File: config.mk
export PLATFORM = sky130hd
export DESIGN_NAME = ps2_kbd
export DESIGN_NICKNAME = d
export VERILOG_FILES = /design/src/rtl/ps2_kbd.sv
export SDC_FILE = /design/constraint.sdc
export NUM_CORES = 1
export LEC_CHECK = 0
export CORE_ASPECT_RATIO = 2
export CORE_MARGIN = 2
export CORE_UTILIZATION = 55
export CTS_BUF_LIST = sky130_fd_sc_hd__clkbuf_8 sky130_fd_sc_hd__clkbuf_16
export CTS_CLUSTER_DIAMETER = 100
export DETAILED_ROUTE_END_ITERATION = 12
export PLACE_DENSITY_LB_ADDON = 0.25
export SYNTH_ARGS = -nofsm -noshare
export SYNTH_HDL_FRONTEND = slang
export SYNTH_SLANG_ARGS = --single-unit
File: constraint.sdc
create_clock -name clk -period 3.9 [get_ports clk]
set_clock_uncertainty 0.1 [all_clocks]
set_input_delay 0.39 -clock clk [delete_from_list [all_inputs] [get_ports clk]]
set_output_delay 0.39 -clock clk [all_outputs]
set_load 0.03 [all_outputs]
File: src/rtl/ps2_kbd.sv
// PS/2 keyboard receiver: deserializes scan codes into a small FIFO read by the CPU via io_rdn.
// Latency: ready/key_data valid 5 clk after the 11th PS/2 clock falling edge; pop visible 1 clk after io_rdn rises.
// Backpressure: none toward the keyboard; a frame arriving while full is dropped and sets sticky overflow.
// Optional odd-parity check enabled by defining PS2_KBD_PARITY_CHK_EN.
module ps2_kbd #(
    parameter int FIFO_AW        = 3,
    parameter int TIMEOUT_CYCLES = 25000
) (
    input  logic       clk,
    input  logic       rst,
    input  logic       ps2_clk,
    input  logic       ps2_data,
    input  logic       io_rdn,
    output logic       ready,
    output logic [7:0] key_data,
    output logic       overflow
);

    localparam int          DEPTH    = 1 << FIFO_AW;
    localparam logic [15:0] TO_LIMIT = 16'(TIMEOUT_CYCLES);

`ifdef PS2_KBD_PARITY_CHK_EN
    localparam logic PAR_CHK = 1'b1;
`else
    localparam logic PAR_CHK = 1'b0;
`endif

    typedef enum logic {
        ST_IDLE,
        ST_SHIFT
    } state_t;

    // ------------------------------------------------------------------
    // Pin synchronizers; idle PS/2 lines are high, so flops reset to 1.
    // ------------------------------------------------------------------
    logic clk_s1, clk_s2, clk_s3;
    logic dat_s1, dat_s2;

    // Two-flop synchronizers plus one ps2_clk history flop for edge detection.
    always_ff @(posedge clk) begin
        if (rst) begin
            clk_s1 <= 1'b1;
            clk_s2 <= 1'b1;
            clk_s3 <= 1'b1;
            dat_s1 <= 1'b1;
            dat_s2 <= 1'b1;
        end else begin
            clk_s1 <= ps2_clk;
            clk_s2 <= clk_s1;
            clk_s3 <= clk_s2;
            dat_s1 <= ps2_data;
            dat_s2 <= dat_s1;
        end
    end

    // Falling-edge strobe and the data bit captured alongside it.
    logic fe;
    logic bit_dat;

    // Register the edge strobe so the FSM sees edge and data in the same cycle.
    always_ff @(posedge clk) begin
        if (rst) begin
            fe      <= 1'b0;
            bit_dat <= 1'b1;
        end else begin
            fe      <= clk_s3 & ~clk_s2;
            bit_dat <= dat_s2;
        end
    end

    // ------------------------------------------------------------------
    // Receive FSM
    // ------------------------------------------------------------------
    state_t      state;
    logic [3:0]  bitcnt;
    logic [7:0]  shreg;
    logic        par_bit;
    logic [15:0] to_cnt;
    logic        push;
    logic [7:0]  push_dat;
    logic        frame_ok;

    // Evaluated on the stop-bit edge: bit_dat is the stop bit at that point.
    always_comb begin
        frame_ok = bit_dat & (~PAR_CHK | (^{shreg, par_bit}));
    end

    // Frame deserializer with inactivity timeout; push is a 1-cycle pulse.
    always_ff @(posedge clk) begin
        if (rst) begin
            state    <= ST_IDLE;
            bitcnt   <= 4'd0;
            shreg    <= 8'h00;
            par_bit  <= 1'b0;
            to_cnt   <= 16'd0;
            push     <= 1'b0;
            push_dat <= 8'h00;
        end else begin
            push <= 1'b0;
            case (state)
                ST_IDLE: begin
                    to_cnt <= 16'd0;
                    if (fe && !bit_dat) begin
                        state  <= ST_SHIFT;
                        bitcnt <= 4'd1;
                    end
                end
                ST_SHIFT: begin
                    if (fe) begin
                        to_cnt <= 16'd0;
                        bitcnt <= bitcnt + 4'd1;
                        if (bitcnt <= 4'd8) begin
                            shreg <= {bit_dat, shreg[7:1]};
                        end else if (bitcnt == 4'd9) begin
                            par_bit <= bit_dat;
                        end else begin
                            state    <= ST_IDLE;
                            bitcnt   <= 4'd0;
                            push     <= frame_ok;
                            push_dat <= shreg;
                        end
                    end else if (to_cnt >= TO_LIMIT) begin
                        // Keyboard went quiet mid-frame: abandon the partial byte.
                        state  <= ST_IDLE;
                        bitcnt <= 4'd0;
                        to_cnt <= 16'd0;
                    end else begin
                        to_cnt <= to_cnt + 16'd1;
                    end
                end
                default: begin
                    state  <= ST_IDLE;
                    bitcnt <= 4'd0;
                end
            endcase
        end
    end

    // ------------------------------------------------------------------
    // FIFO; the extra pointer MSB separates full from empty.
    // ------------------------------------------------------------------
    logic [FIFO_AW:0] wr_ptr, rd_ptr;
    logic [FIFO_AW:0] wr_nxt, rd_nxt;
    logic [7:0]       mem [DEPTH];
    logic             rdn_q;
    logic             empty, full;
    logic             pop, wr_en, ovf_set;

    // Pop on the io_rdn rising edge so the head holds for the whole low period;
    // a pop in the same cycle frees the slot for a push into a full FIFO.
    always_comb begin
        empty   = (wr_ptr == rd_ptr);
        full    = (wr_ptr[FIFO_AW] != rd_ptr[FIFO_AW]) &&
                  (wr_ptr[FIFO_AW-1:0] == rd_ptr[FIFO_AW-1:0]);
        pop     = ~rdn_q & io_rdn & ~empty;
        wr_en   = push & (~full | pop);
        ovf_set = push & full & ~pop;
        wr_nxt  = wr_ptr + (FIFO_AW+1)'(wr_en);
        rd_nxt  = rd_ptr + (FIFO_AW+1)'(pop);
    end

    // Pointers, registered ready, strobe history and sticky overflow.
    always_ff @(posedge clk) begin
        if (rst) begin
            wr_ptr   <= '0;
            rd_ptr   <= '0;
            ready    <= 1'b0;
            rdn_q    <= 1'b1;
            overflow <= 1'b0;
        end else begin
            wr_ptr <= wr_nxt;
            rd_ptr <= rd_nxt;
            ready  <= (wr_nxt != rd_nxt);
            rdn_q  <= io_rdn;
            if (ovf_set) begin
                overflow <= 1'b1;
            end else if (pop) begin
                overflow <= 1'b0;
            end
        end
    end

    // Storage array; contents are don't-care while the pointers say empty.
    always_ff @(posedge clk) begin
        if (wr_en) begin
            mem[wr_ptr[FIFO_AW-1:0]] <= push_dat;
        end
    end

    // Head byte muxed from registered state only.
    always_comb begin
        key_data = ready ? mem[rd_ptr[FIFO_AW-1:0]] : 8'h00;
    end

endmodule
* After elaboration in Yosys (flattened, before gate mapping)
Memory sizes are Yosys's and may differ from the RTL's. A register that Yosys moved wholly into a read port is not among the register bits.
Index checks and enable logic that the tools add are counted.
** Word-level totals
- Bits in read-only memories :: 0
- RAM bits :: 64
- Register bits :: 56
- Memories :: 1
- Latch bits :: 0
- Output and inout bits :: 10
** Memories
- mem :: words 8, bits a word 8, rd ports 1, clocked after memory_dff 1, write ports 1, line 144 : logic [7:0] mem [DEPTH];
** Cells by class
- Multiply operators :: 0
- Bitwise gates (word level) :: 16
- Divide/modulo/power cells :: 0
- $add $sub $neg :: 4
- Shift operators :: 0
- Reduce and logical (&&, ||, !) cells :: 8
- Equal/unequal tests :: 7
- Order comparisons :: 2
- Muxes and demuxes :: 21
** Operator list (number)
- 16-bit two-way mux :: 2
- 16-bit one-hot mux with 2 select lines :: 1
- 4-bit two-way mux :: 5
- 16-bit by 1-bit adder with 16-bit output, second input constant :: 1
- 16-bit by 15-bit greater-or-equal comparator with 1-bit output, second input constant :: 1
- 1-bit two-way mux :: 9
- 1-bit NOT :: 9
- 4-bit by 1-bit adder with 4-bit output :: 2
- 8-bit two-way mux :: 1
- 4-bit one-hot mux with 2 select lines :: 1
- 1-bit AND :: 6
- 5-bit OR reduction :: 1
- 4-bit by 1-bit adder with 4-bit output, second input constant :: 1
- 4-bit == test :: 1
- 4-bit == test, second input constant :: 1
- 4-bit <= comparator, second input constant :: 1
- 4-bit inequality test :: 1
- 4-bit AND reduction :: 1
- 3-bit == test :: 1
- 3-bit two-way mux :: 1
- 3-bit by 2-bit inequality test with 1-bit output, second input constant :: 1
- 3-bit AND reduction :: 1
- 1-bit logical AND :: 2
- 2-bit inequality test, second input constant :: 1
- 6 further kinds :: 6

* Longest topological paths before layout
- Depth after elaboration :: 7
- Mapped depth :: 9
- Depth with buffers taken out :: 8

* Least setup slack after synthesis
No wires, ideal clock.
- Path type :: register -> register
- Start :: register rd_ptr[1]
- End :: memory mem[1][0] (enable)
- Setup slack :: 1632 ps
- Data required time :: 3417 ps
- Cell stages (with the launch flop) :: 6
- Setup time :: 383 ps
- Arrival time :: 1785 ps
- Cell sequence :: dfxtp_1 > clkbuf_1 > xor2_1 > nor3_1 > a311o_1 > nor3_1
** Between the ends
- Longest elaborated chain between the ends :: 7
** RTL lines
- start, declared :: line 142 : logic [FIFO_AW:0] wr_ptr, rd_ptr;
- start signal, assigned :: line 172 : rd_ptr <= rd_nxt;
- 4-bit == test / 3-bit == test (equally long branches) :: line 152, 154
- 1-bit NOT / 1-bit logical AND (equally long branches) :: line 155, 153
- 1-bit AND / 1-bit NOT (equally long branches) :: line 155, 156
- 1-bit bitwise OR (*) :: line 156 : wr_en = push & (~full | pop);
- 1-bit AND (*) :: line 156
- 1-bit two-way mux (*) :: line 185 : if (wr_en) begin
- 1-bit two-way mux (not written as such) (*) :: line 186 : mem[wr_ptr[FIFO_AW-1:0]] <= push_dat;
- end, declared :: line 144
Mark *: on every way between the ends. The rest lies on a longest branch, timed or not.

==> results.cfg <==
[worst_setup_path]
cpMaxStageDelayCell = dfxtp_1
critical_path.startpoint_type = flip-flop
r2r-end = ready
cp_max_fo = 19
crit_type = flip-flop to output pin
reg2reg_from = rd_ptr[1]
critical-path-top-delay-family = flip-flops
path_cells = mux4_2, mux2i_1, nor2b_1, clkdlybuf4s50_1
critPathMaxStageDelay_ns = 0.93
rrSetupSlack_ns = 1.02
r2r_cells = 8
cp.arrival_ns = 2.61
required_ns = 3.41
cp_num_buf_inv = 1
critPathLaunch = rd_ptr[1]
end_kind = output pin

[final_layout]
fin_cells = 491
num-fill-cells = 621
nets = 392
seq_area_um2 = 3043
drive_above_1_share = 0.1662
design_area_um2 = 5708
antenna_cells = 0
fin_util = 0.6646
multi_input_area_um2 = 1668
syn_to_final_growth_pct = 18.28

[logic_synthesis]
synth_fa_ha_area_frac = 0.02333
synthMuxAreaShare = 0.1244
syn_area_um2 = 4826
synth_compound_area_frac = 0.04693
post-synth-top-count-cell = edfxtp_1
ys_types = 46
synth_warnings = 0
synth_area_leaders = edfxtp_1 (40%), dfxtp_1 (23%), mux4_2 (7.5%), mux2i_1 (5.0%), nor2_1 (3.4%)
syn_inst = 352
synth_top_cell_by_area = edfxtp_1
yosys_register_bits = 120
synth_xor_area_frac = 0.04174
syn_area_per_cell_um2 = 13.71
synth_edf_count = 64
synth_seq_area_share = 0.6305
synth-simple-area-share = 0.1084
synth.top_cell.area_share = 0.3982
synth_ff_type = edfxtp_1
synth_fp_nets = 366
synthArstFlopShare = 0
yosys-top-cells-count = edfxtp_1 (64), dfxtp_1 (56), nor2_1 (44)
synth_top_family_by_area = multiplexers

[die]
core_area_um2 = 8588
fp.dieW_um = 70.24
die_h_um = 136.5
die_area_um2 = 9585
num_rows = 48
initial_core_util = 0.5619
ios = 15

[worst_hold_path]
hold_path_depth = 2
hold_path.class = flip-flop to flip-flop
min_to = fe
worst_hold_startpoint = clk_s3

[detailed_routing]
wl_per_cell_um = 17.03
route.vias.total = 2719
vias_per_cell = 5.538
route.detailed.drc = 0
first_pass_iters = 4
ant_nets = 0
wl_um = 8364
drt_iter0_drc = 224

[sta]
worst_pin_slew_ns = 0.9365
max_slew_margin = 0.3748
min_period_ns = 3.095
rsz0062_at_grt = no
setup_viol = 0
maxSlewViolCount = 0
fin_crit_sh = 0.7937
final-hold-violation-count = 0
whs_ns = 0.3096
fmax_mhz = 323.1
tns_ns = 0

[clock_tree]
cts_root_buf = clkbuf_16
cts_buffer_depth = 2
cts_resized = 0
cts_hold_buffers = 0
path_clk_slew_ns = 0.05
cts_sinks = 120
clk_latency_ns = 0.41
postCtsSetupRepairBufs = 0
htreeDepth = 4
numCtsBuffers = 17
cts_tree = built

[global_route]
grt_pass1_wl_um = 13860
grt-ovfl-total = 0
grt_pass1_vias = 2882
grt_max_degree = 23
antenna_found_initial = 0
grt_usage = 0.1975

[placed_design]
dp_hpwl_um = 5792
placedCellCount = 459
io_buffers = 14
placed_area_um2 = 5074
place_congestion = 0.8229

[power_and_ir_drop]
leakage_nw = 1.970
irDropWorstVdd_v = 0.0004182
p_per_area_nw_per_um2 = 523.8

[flow_run]
maxCapViolCount = 0

[outcome]
run_status = complete, no violations
## cell type report
class,instances,area share
Multi-Input combinational cell,204,0.2922
Clock buffer,17,0.07453
Tap cell,100,0.02192
Timing Repair Buffer,19,0.03113
Clock inverter,15,0.03661
Sequential cell,120,0.5331
Inverter,16,0.01052
## routing by layer
metal / vias up / GRT usage / share of wire
met1: 1342 / 0.1797 / 0.35
met2: 36 / 0.3831 / 0.61
met4: 0 / 0.1079 / 0.017
li1: 1330 / - / -
met3: 11 / 0.04967 / 0.022
met5: - / 0 / 0
## cells in the final DEF (no fill, tap or decap), types with 13 or more instances in the layout
cell type and instances:
inv_1 17, nor2_1 44, clkdlybuf4s50_1 14, nor2b_1 13
clkbuf_16 17, xnor2_1 15, dfxtp_1 56, edfxtp_1 64
mux2i_1 24, mux4_2 16
## registers in the layout, indices dropped and copies added, names as in the netlist, 4 cells and up
register  count
bitcnt        4
mem          64
push_dat      8
rd_ptr        4
shreg         8
to_cnt       16
wr_ptr        4
## metrics by stage
stage	setup slack [ns]	total power, mW
after floorplan	1.632	1.362
after global routing	0.6628	3.073
after detailed placement	1.092	1.370
after global placement	1.132	1.369
after CTS	0.7641	3.022
final	0.8047	2.990
## power by group
group	internal [mW]	switching, mW
Sequential	1.32	0.00186
Clock	1.12	0.523
Combinational	0.00875	0.0110
## kinds of logic after synthesis
logic type,Yosys count
buf+inv,28
xor+xnor,23
compound gates,27
mux,40
flops,120
fa+ha+maj,9
simple gates,104
other cells,1
## worst min-delay path: stages (launching register included)
cell,delay [ns]
dfxtp_1,0.29
inv_1,0.04
nor2_1,0.04
## how the worst max path moves through the flow
| stage | end | slack, ns | depth (start not counted) |
|---|---|---|---|
| 2_1_floorplan | mem[1][0] | 1.63 | 5 |
| 6_report | key_data[0] | 0.80 | 4 |
| 3_5_place_dp | ready | 1.09 | 8 |
| 5_1_grt | key_data[7] | 0.66 | 4 |
| 4_1_cts | key_data[0] | 0.76 | 4 |
| 3_3_place_gp | ready | 1.13 | 8 |
Note: power is estimated with default switching activity, not from simulation.
